### config.mk
export PLATFORM = sky130hd
export DESIGN_NAME = regfile_sb_flat
export DESIGN_NICKNAME = d
export VERILOG_FILES = /design/src/rtl/regfile_pkg.sv /design/src/rtl/regfile_sb_if.sv /design/src/rtl/regfile_scoreboard.sv /design/src/rtl/regfile_sb.sv /design/src/flat_wrapper.sv
export SDC_FILE = /design/constraint.sdc
export NUM_CORES = 2
export LEC_CHECK = 0
export CAP_MARGIN = 30
export CORE_UTILIZATION = 32
export DETAILED_ROUTE_END_ITERATION = 10
export PLACE_DENSITY_LB_ADDON = 0.15
export SYNTH_ARGS = -nofsm -noshare
export SYNTH_HDL_FRONTEND = slang
export SYNTH_SLANG_ARGS = --single-unit
export TNS_END_PERCENT = 20
### constraint.sdc
create_clock -name clk -period 101.9 [get_ports clk]
set_clock_uncertainty 0.05 [all_clocks]
set_input_delay 30.57 -clock clk [delete_from_list [all_inputs] [get_ports clk]]
set_output_delay 30.57 -clock clk [all_outputs]
set_load 0.01 [all_outputs]
### src/rtl/regfile_pkg.sv
// regfile_pkg: shared constants and types for the scoreboarded register file.
// Holds the default geometry, the default-width address/data typedefs and the
// address of the hardwired zero register.
package regfile_pkg;

    localparam int DATA_W_DEF = 64;
    localparam int DEPTH_DEF  = 32;
    localparam int NUM_RD_DEF = 2;
    localparam int ADDR_W_DEF = $clog2(DEPTH_DEF);

    typedef logic [ADDR_W_DEF-1:0] reg_addr_t;
    typedef logic [DATA_W_DEF-1:0] reg_data_t;

    // Register that reads as zero and can never be reserved when ZERO_REG=1.
    localparam reg_addr_t ZERO_ADDR = '0;

endpackage

### src/rtl/regfile_sb_if.sv
// regfile_sb_if: bus bundle between decode/writeback logic (master) and the
// scoreboarded register file (slave). clk and rst stay outside the bundle.
interface regfile_sb_if
    import regfile_pkg::*;
#(
    parameter int DATA_W = DATA_W_DEF,
    parameter int DEPTH  = DEPTH_DEF,
    parameter int NUM_RD = NUM_RD_DEF
) ();

    localparam int ADDR_W = $clog2(DEPTH);

    // Read side: packed per port, port 0 in the LSBs.
    logic [NUM_RD*ADDR_W-1:0] rd_addr;
    logic [NUM_RD*DATA_W-1:0] rd_data;
    logic [NUM_RD-1:0]        rd_busy;

    // Writeback port.
    logic                     wr_en;
    logic [ADDR_W-1:0]        wr_addr;
    logic [DATA_W-1:0]        wr_data;

    // Issue-time reservation.
    logic                     rsv_en;
    logic [ADDR_W-1:0]        rsv_addr;

    // Number of registers currently awaiting writeback.
    logic [ADDR_W:0]          busy_cnt;

    modport master (
        output rd_addr,
        output wr_en,
        output wr_addr,
        output wr_data,
        output rsv_en,
        output rsv_addr,
        input  rd_data,
        input  rd_busy,
        input  busy_cnt
    );

    modport slave (
        input  rd_addr,
        input  wr_en,
        input  wr_addr,
        input  wr_data,
        input  rsv_en,
        input  rsv_addr,
        output rd_data,
        output rd_busy,
        output busy_cnt
    );

endinterface

### src/rtl/regfile_scoreboard.sv
// regfile_scoreboard: pending-write tracker for the register file.
// One pending bit per register: set by a reserve, cleared by a write, with the
// reserve winning when both hit the same register on the same edge. Register 0
// is never tracked when ZERO_REG=1. busy_cnt is the registered population
// count of the pending vector, updated on the same edge as the vector itself.
module regfile_scoreboard
    import regfile_pkg::*;
#(
    parameter  int DEPTH    = DEPTH_DEF,
    parameter  int ZERO_REG = 1,
    localparam int ADDR_W   = $clog2(DEPTH)
) (
    input  logic              clk,
    input  logic              rst,
    input  logic              wr_en,
    input  logic [ADDR_W-1:0] wr_addr,
    input  logic              rsv_en,
    input  logic [ADDR_W-1:0] rsv_addr,
    output logic [DEPTH-1:0]  pending,
    output logic [ADDR_W:0]   busy_cnt
);

    logic [DEPTH-1:0] pending_reg;
    logic [DEPTH-1:0] pending_next;
    logic [ADDR_W:0]  busy_cnt_reg;
    logic [ADDR_W:0]  busy_cnt_next;
    logic             wr_ok;
    logic             rsv_ok;

    // Accesses aimed at the hardwired zero register leave the scoreboard alone.
    assign wr_ok  = wr_en  && !((ZERO_REG != 0) && (wr_addr  == ADDR_W'(ZERO_ADDR)));
    assign rsv_ok = rsv_en && !((ZERO_REG != 0) && (rsv_addr == ADDR_W'(ZERO_ADDR)));

    // Next pending vector: clear on writeback first, then set on reserve so a
    // same-register collision leaves the bit set.
    always_comb begin
        pending_next = pending_reg;
        if (wr_ok) begin
            pending_next[wr_addr] = 1'b0;
        end
        if (rsv_ok) begin
            pending_next[rsv_addr] = 1'b1;
        end
    end

    // Population count of the next vector so the registered count tracks it exactly.
    always_comb begin
        busy_cnt_next = '0;
        for (int i = 0; i < DEPTH; i++) begin
            busy_cnt_next = busy_cnt_next + (ADDR_W+1)'(pending_next[i]);
        end
    end

    // Scoreboard state: asynchronously cleared, abandoning any outstanding reservations.
    always_ff @(posedge clk or posedge rst) begin
        if (rst) begin
            pending_reg  <= '0;
            busy_cnt_reg <= '0;
        end else begin
            pending_reg  <= pending_next;
            busy_cnt_reg <= busy_cnt_next;
        end
    end

    assign pending  = pending_reg;
    assign busy_cnt = busy_cnt_reg;

endmodule

### src/rtl/regfile_sb.sv
// regfile_sb: general-purpose register file with built-in write scoreboard.
// NUM_RD combinational read ports, one synchronous write port, one reserve
// port. Each read port reports the pending bit of its addressed register so
// decode can stall on RAW hazards.
// Optional feature: define REGFILE_BYPASS_EN to forward the write port to any
// read port addressing the register being written in the same cycle.
module regfile_sb
    import regfile_pkg::*;
#(
    parameter  int DATA_W   = DATA_W_DEF,
    parameter  int DEPTH    = DEPTH_DEF,
    parameter  int NUM_RD   = NUM_RD_DEF,
    parameter  int ZERO_REG = 1,
    localparam int ADDR_W   = $clog2(DEPTH)
) (
    input  logic        clk,
    input  logic        rst,
    regfile_sb_if.slave bus
);

    logic [DATA_W-1:0] mem_reg [DEPTH];
    logic [DEPTH-1:0]  pending;
    logic              wr_ok;
    logic [DATA_W-1:0] rd_data_w [NUM_RD];
    logic [NUM_RD-1:0] rd_busy_w;

    // Register 0 is never written when it is hardwired to zero.
    assign wr_ok = bus.wr_en && !((ZERO_REG != 0) && (bus.wr_addr == ADDR_W'(ZERO_ADDR)));

    // Register array: cleared asynchronously so reads return zero while rst is high.
    always_ff @(posedge clk or posedge rst) begin
        if (rst) begin
            for (int i = 0; i < DEPTH; i++) begin
                mem_reg[i] <= '0;
            end
        end else if (wr_ok) begin
            mem_reg[bus.wr_addr] <= bus.wr_data;
        end
    end

    regfile_scoreboard #(
        .DEPTH    (DEPTH),
        .ZERO_REG (ZERO_REG)
    ) u_scoreboard (
        .clk      (clk),
        .rst      (rst),
        .wr_en    (bus.wr_en),
        .wr_addr  (bus.wr_addr),
        .rsv_en   (bus.rsv_en),
        .rsv_addr (bus.rsv_addr),
        .pending  (pending),
        .busy_cnt (bus.busy_cnt)
    );

    genvar gi;
    generate
        for (gi = 0; gi < NUM_RD; gi++) begin : g_rd
            logic [ADDR_W-1:0] addr;
            logic              is_zero;
            logic              fwd;
            logic              fwd_busy;

            assign addr    = bus.rd_addr[gi*ADDR_W +: ADDR_W];
            assign is_zero = (ZERO_REG != 0) && (addr == ADDR_W'(ZERO_ADDR));

`ifdef REGFILE_BYPASS_EN
            // Forward the in-flight write; the register then only looks busy
            // if it is being re-reserved on the same edge. Forwarding is held
            // off during reset so every port reads zero.
            assign fwd      = !rst && bus.wr_en && (bus.wr_addr == addr) && !is_zero;
            assign fwd_busy = bus.rsv_en && (bus.rsv_addr == addr);
`else
            assign fwd      = 1'b0;
            assign fwd_busy = 1'b0;
`endif

            assign rd_data_w[gi] = fwd ? bus.wr_data : (is_zero ? '0 : mem_reg[addr]);
            assign rd_busy_w[gi] = fwd ? fwd_busy : (!is_zero && pending[addr]);
        end
    endgenerate

    // Pack per-port read data onto the bus, port 0 in the LSBs.
    always_comb begin
        bus.rd_data = '0;
        for (int i = 0; i < NUM_RD; i++) begin
            bus.rd_data[i*DATA_W +: DATA_W] = rd_data_w[i];
        end
    end

    assign bus.rd_busy = rd_busy_w;

endmodule

### src/flat_wrapper.sv
// flat-port wrapper written by rule: the top's interface ports become plain ports
module regfile_sb_flat import regfile_pkg::*;
#(
    parameter  int DATA_W   = DATA_W_DEF,
    parameter  int DEPTH    = DEPTH_DEF,
    parameter  int NUM_RD   = NUM_RD_DEF,
    parameter  int ZERO_REG = 1,
    localparam int ADDR_W   = $clog2(DEPTH)
)
  (clk, rst, bus_rd_addr, bus_wr_en, bus_wr_addr, bus_wr_data, bus_rsv_en, bus_rsv_addr, bus_rd_data, bus_rd_busy, bus_busy_cnt);
  regfile_sb_if #(.DATA_W(DATA_W), .DEPTH(DEPTH), .NUM_RD(NUM_RD)) bus_i ();
  input  logic clk;
  input  logic rst;
  input wire logic [$bits(bus_i.rd_addr)-1:0] bus_rd_addr;
  input wire logic [$bits(bus_i.wr_en)-1:0] bus_wr_en;
  input wire logic [$bits(bus_i.wr_addr)-1:0] bus_wr_addr;
  input wire logic [$bits(bus_i.wr_data)-1:0] bus_wr_data;
  input wire logic [$bits(bus_i.rsv_en)-1:0] bus_rsv_en;
  input wire logic [$bits(bus_i.rsv_addr)-1:0] bus_rsv_addr;
  output wire logic [$bits(bus_i.rd_data)-1:0] bus_rd_data;
  output wire logic [$bits(bus_i.rd_busy)-1:0] bus_rd_busy;
  output wire logic [$bits(bus_i.busy_cnt)-1:0] bus_busy_cnt;
  assign bus_i.rd_addr = bus_rd_addr;
  assign bus_i.wr_en = bus_wr_en;
  assign bus_i.wr_addr = bus_wr_addr;
  assign bus_i.wr_data = bus_wr_data;
  assign bus_i.rsv_en = bus_rsv_en;
  assign bus_i.rsv_addr = bus_rsv_addr;
  assign bus_rd_data = bus_i.rd_data;
  assign bus_rd_busy = bus_i.rd_busy;
  assign bus_busy_cnt = bus_i.busy_cnt;
  regfile_sb #(.DATA_W(DATA_W), .DEPTH(DEPTH), .NUM_RD(NUM_RD), .ZERO_REG(ZERO_REG)) u_core (.clk(clk), .rst(rst), .bus(bus_i));
endmodule
# Word-level counts from Yosys, hierarchy flattened
# Index checks and enable logic that the tools add are counted.
totals:
  register_bits: 2086
  output_inout_bits: 136
  wordCells: 117
op_classes:
  n_bitwise: 6
  n_reduce_logical: 15
  muxes: 21
  addsub: 31
  magnitude_cmp: 10
ops:
  columns: ["op", "count"]
  rows:
  - ["2048-bit bitwise mux", 1]
  - ["64-bit binary-select mux with 5-bit select", 2]
  - ["64-bit two-way mux", 7]
  - ["64-bit demux with 5-bit select", 1]
  - ["6-bit by 1-bit adder with 6-bit output", 26]
  - ["32-bit two-way mux", 2]
  - ["32-bit AND", 1]
  - ["32-bit inverter", 1]
  - ["32-bit OR", 1]
  - ["5-bit by 6-bit less-than comparator with 1-bit output (second input constant)", 4]
  - ["5-bit logical NOT", 4]
  - ["6-bit greater-or-equal comparator (second input constant)", 3]
  - ["5-bit inverter with 6-bit output", 3]
  - ["1-bit binary-select mux with 5-bit select", 2]
  - ["1-bit demux with 5-bit select", 2]
  - ["5-bit by 1-bit greater-or-equal comparator with 1-bit output (second input constant)", 2]
  - ["1-bit logical AND", 7]
  - ["5-bit by 1-bit adder with 6-bit output", 1]
  - ["6-bit by 1-bit less-than comparator with 1-bit output (second input constant)", 1]
  - ["4-bit by 1-bit adder with 5-bit output", 1]
  - ["3-bit by 1-bit adder with 4-bit output", 1]
  - ["1-bit logical NOT", 4]
  - ["1-bit two-way mux", 4]
  - ["2-bit by 1-bit adder with 3-bit output", 1]
  - ["1-bit by 1-bit adder with 2-bit output", 1]

# Logic depth before layout (Yosys ltp)
logic_depth:
  depth_word: 40
  mapped_depth: 21
  ltp_nobuf: 19

# Hierarchy
# From an unflattened synthesis, not the netlist that was laid out.
unflattened:
  hier_cells: 7211
  hier_area_um2: 111194.1
by_module_without_submodules:
  columns: ["mod", "n_inst", "area_each_um2", "cells_per_inst", "seq_area_each_um2"]
  rows:
  - ["regfile_sb", 1, 108821.9, 6986, 51249.2]
  - ["regfile_scoreboard", 1, 2372.3, 225, 950.9]

# Worst setup path after synthesis
# No wires, ideal clock.
synth_timing:
  path_type: "input port to output port"
  from: "input bus_rd_addr[0]"
  to: "output bus_rd_data[29]"
  path_stages: 6
  setup_slack_ns: 38.928
  arrival_time_ns: 32.352
  cell_sequence: "buf_6 > buf_4 > buf_2 > buf_2 > mux4_2 > a211oi_1"
synth_via:
  elab_chain_len: 5
  word_cells_on_any_way: 6
synth_rtl:
  columns: ["item", "line", "text"]
  rows:
  - ["from (decl)", "flat_wrapper.sv:14", "input wire logic [$bits(bus_i.rd_addr)-1:0] bus_rd_addr;"]
  - ["5-bit inverter with 6-bit output (not written as such)", "regfile_sb.sv:77", "assign rd_data_w[gi] = fwd ? bus.wr_data : (is_zero ? '0 : mem_reg[addr]);"]
  - ["64-bit binary-select mux with 5-bit select", "regfile_sb.sv:77", null]
  - ["64-bit two-way mux (not written as such) (2 in a row)", "regfile_sb.sv:77", null]
  - ["64-bit two-way mux *", "regfile_sb.sv:77", null]
  - ["to (decl)", "flat_wrapper.sv:20", "output wire logic [$bits(bus_i.rd_data)-1:0] bus_rd_data;"]
# Every way passes the cells marked *; elsewhere a longest branch is shown, timed or not. The select of a mux whose other input is x is not followed.

# Worst setup path after layout
layout_timing:
  from: "input bus_rd_addr[5]"
  to: "output bus_rd_data[86]"
# The elaborated chain is that of the path after synthesis.

==> summary.txt <==
Routing
  • Total number of vias: around 67000
  • Final WL: about 390000 µm
  • Antenna Nets Post-Route: 0
  • Detailed-route DRC error count: 0
  • WL/cell: ~34 µm
  • Vias per inst: 5.77
  • Detailed Routing Iterations Pass 1: 5
  • DRT iter0 DRCs: 4811

Worst setup path
  • Worst Path Max Fanout: 91
  • RR Startpoint: u_core.u_scoreboard.pending[21]
  • CP dominant cell by count: buf_4
  • CP Launch Point: bus_rd_addr[5]
  • Slowest CP cell: buf_4
  • Reg-to-reg slack, setup: 96570 ps
  • Crit path buffers/inverters: 6
  • Critical path type: in -> out
  • Worst Setup Start Kind: input port
  • CP required: ~71000 ps
  • FF-to-FF path depth: 17
  • Reg-to-reg endpoint: u_core.u_scoreboard.busy_cnt[4]
  • CP Capture Type: output pin
  • Crit path DAT: approximately 36000 ps
  • Crit-path cells: buf_8 -> buf_12 -> buf_4 -> buf_4 -> buf_4 -> mux4_2 -> mux4_2 -> a21o_1 -> clkdlybuf4s50_1
  • Crit path max-delay family: buffers and inverters
  • CP max stage delay: between 800 and 900 ps

Status
  • Status: finished, final reports clean

Worst hold path
  • Hold Path End: u_core.mem_reg[2004]
  • Worst hold path type: reg -> reg
  • Hold Path Origin: u_core.mem_reg[2004]
  • Hold path depth: 0

Clock tree
  • Post-CTS sizing: 0
  • CTS tree: done
  • Setup repair bufs after CTS: 0
  • Htree depth: 4
  • Hold-fix buffers, CTS: 0
  • Clock sink count: between 2000 and 2500
  • TritonCTS Buffers: ~250
  • Clk Latency, worst-skew pair: 940 ps
  • Worst-path clk slew: 60 ps
  • Max Root-Sink Buffers: 4
  • CTS Root Cell: clkbuf_16

Floorplan
  • Die Height: 590 µm
  • Std-Cell Rows: 215
  • I/O pin cnt: ~220
  • Core box area: approximately 340000 µm²
  • Die area: 348000 µm²
  • Die width: 590 µm
  • Initial Util: 32.2%

GRT
  • Congestion Overflow GR: 0
  • Initial antenna violation count: 50
  • First-pass GRT wire length: 569000 µm
  • Total Routing Usage GR: 22.7%
  • Vias in the first global route: 71300
  • Largest net degree at the start of global routing: between 150 and 200

Pwr
  • Logic pwr share: 25.7%
  • Sw frac: 29.3%
  • Pwr dens: approximately 21 nW/µm²
  • Leak: 0.0546 µW
  • Pint: 1920 µW
  • P_sw: 796 µW
  • Clock Power Share: 33.6%
  • Max VDD drop: 0.0396 mV
  • Sequential Power Share: 40.7%

STA
  • Hold_ws: 327 ps
  • Fmax: 15.0 MHz
  • Final slew viol count: 0
  • Tmin final: ~67000 ps
  • Worst Tran Pin Value: 1080 ps
  • Worst setup margin: around 35000 ps
  • Unrepaired setup endpoints after global routing: false
  • Hold Vio Cnt, Final: 0
  • Tcrit/Tclk final: 65.4%
  • Final setup viols: 0
  • Rel. slew slack: 27.9%
  • Setup Total Neg Slack: 0 ps

Place
  • Final GP Congestion: 0.783
  • HPWL Detailed: 226000 µm
  • Pre-CTS setup slack: 35100 ps
  • Placed Cells: 11100
  • Port Buf Inserts: ~220

Synth
  • Main synth FF type: dfrtp_1
  • Number of synthesized flops with an enable pin: 0
  • Gate Count Post-Synth: 6892
  • Mapped Area: ~110000 µm²
  • Post-synth ARST share: between 90% and 100%
  • Most frequent cells after synthesis: 2086 x dfrtp_1, 2007 x mux2_2, 1127 x mux4_2
  • Register bit count reported by yosys: 2086
  • Largest cells by area after synthesis: dfrtp_1 47%, mux4_2 23%, mux2_2 20%
  • Top-area cell type share of the netlist area: 47.2%
  • Top cell type by total area after synthesis: dfrtp_1
  • Synth warn: 0
  • Most common cell in the netlist: dfrtp_1
  • Post-Synthesis Mean Instance Area: 16.1 µm²
  • Syn_nets: 7011
  • Synth unique cells: 53
  • Post-synthesis sequential area ratio: 47.2%

Layout
  • Area Growth Syn to Fin: 14.7%
  • Filler Cell Count: 32000
  • Ratio of cells with drive above 1 in the final layout: 55.1%
  • Final std cells w/o fill: approximately 12000
  • Max FFs per register: 2048
  • Final core utilization: 37.0%
  • Net count, final: 6925

Run
  • Max Cap Viol: 0
-- through the flow --
step | cell area, µm² | power (µW)
global route | 127000 | 2850
floorplan | 111000 | 1590
CTS | 126000 | 2740
global placement | 117000 | 1790
detailed placement | 118000 | 1820
finish | 127000 | 2720
-- cells by family (layout without fill, tap and decap cells) --
logic type | after synthesis | count (layout) | synth area share [%]
xor+xnor | 3 | 3 | 0.0238
simple gates | 146 | 146 | 0.686
flops | 2086 | 2086 | 47.2
compound gates | 329 | 329 | 2.11
fa+ha+maj | 31 | 31 | 0.513
buf+inv | 861 | 978 | 3.39
mux | 3436 | 3436 | 46.1
other cells | 0 | 11 | 0
-- how the worst max path moves through the flow --
stage,to,slack (ps),cells after the start
6_report,bus_rd_data[86],35270,9
5_1_grt,bus_rd_data[91],34810,10
4_1_cts,bus_rd_data[91],35110,10
3_5_place_dp,bus_rd_data[91],35100,10
3_3_place_gp,bus_rd_data[91],35120,10
2_1_floorplan,u_core.mem_reg[0],12350,1
-- metal layers --
metal / GRT usage [%] / part of all wire (%) / vias up
li1: - / - / 26700
met1: 31.3 / 44 / 37600
met2: 37.0 / 48 / 1808
met3: 3.70 / 5.1 / 598
met4: 6.45 / 2.9 / 28
met5: 0 / 0.044 / -
-- area by class of cell --
type	instances	area, µm²	area share (%)
timing repair buffer	482	5570	4.39
multi-input combinational	3945	55000	43.3
inverter	46	195	0.154
clock buffer	371	7320	5.77
sequential	2086	52200	41.1
tap	4557	5700	4.49
antenna	11	27.5	0.0217
clock inverter	79	941	0.741
-- worst reg2reg max path: cells and delay by family, from the launching register on --
kind / cells / cell delay [ps]
adder cells (fa/ha/maj): 8 / 3640
XOR/XNOR: 1 / 220
AO/OA/AOI/OAI: 4 / 670
buffers and inverters: 4 / 200
flip-flops: 1 / 390
-- cell usage in the layout (no fill, tap or decap), types with 7 or more instances in the layout --
master,instances
mux2i_1,302
inv_1,43
nand2_1,16
a2bb2oi_1,48
fa_1,24
o221ai_1,9
nand2_4,23
mux2_2,2007
clkbuf_1,59
nand3_1,10
nor2b_1,14
buf_12,10
clkinv_2,44
o21ai_0,13
a211oi_1,9
clkbuf_8,64
a21oi_1,7
a21o_1,46
buf_8,26
a22oi_1,14
a22o_1,28
buf_16,50
o22a_1,9
o22ai_1,83
bufinv_16,18
mux4_2,1127
or2_2,14
nor2_1,14
diode_2,11
buf_4,170
dfrtp_1,2086
clkdlybuf4s50_1,213
o21ai_1,46
clkbuf_16,254
ha_1,7
-- power by group through the flow --
stage | Combinational (µW) | Sequential, µW | Clock (µW)
after floorplan | 502 | 1080 | 0
after global placement | 685 | 1110 | 0
after detailed placement | 700 | 1120 | 0
after CTS | 703 | 1100 | 938
after global routing | 755 | 1130 | 969
final | 698 | 1110 | 913
Power figures use the tool's default switching activity.
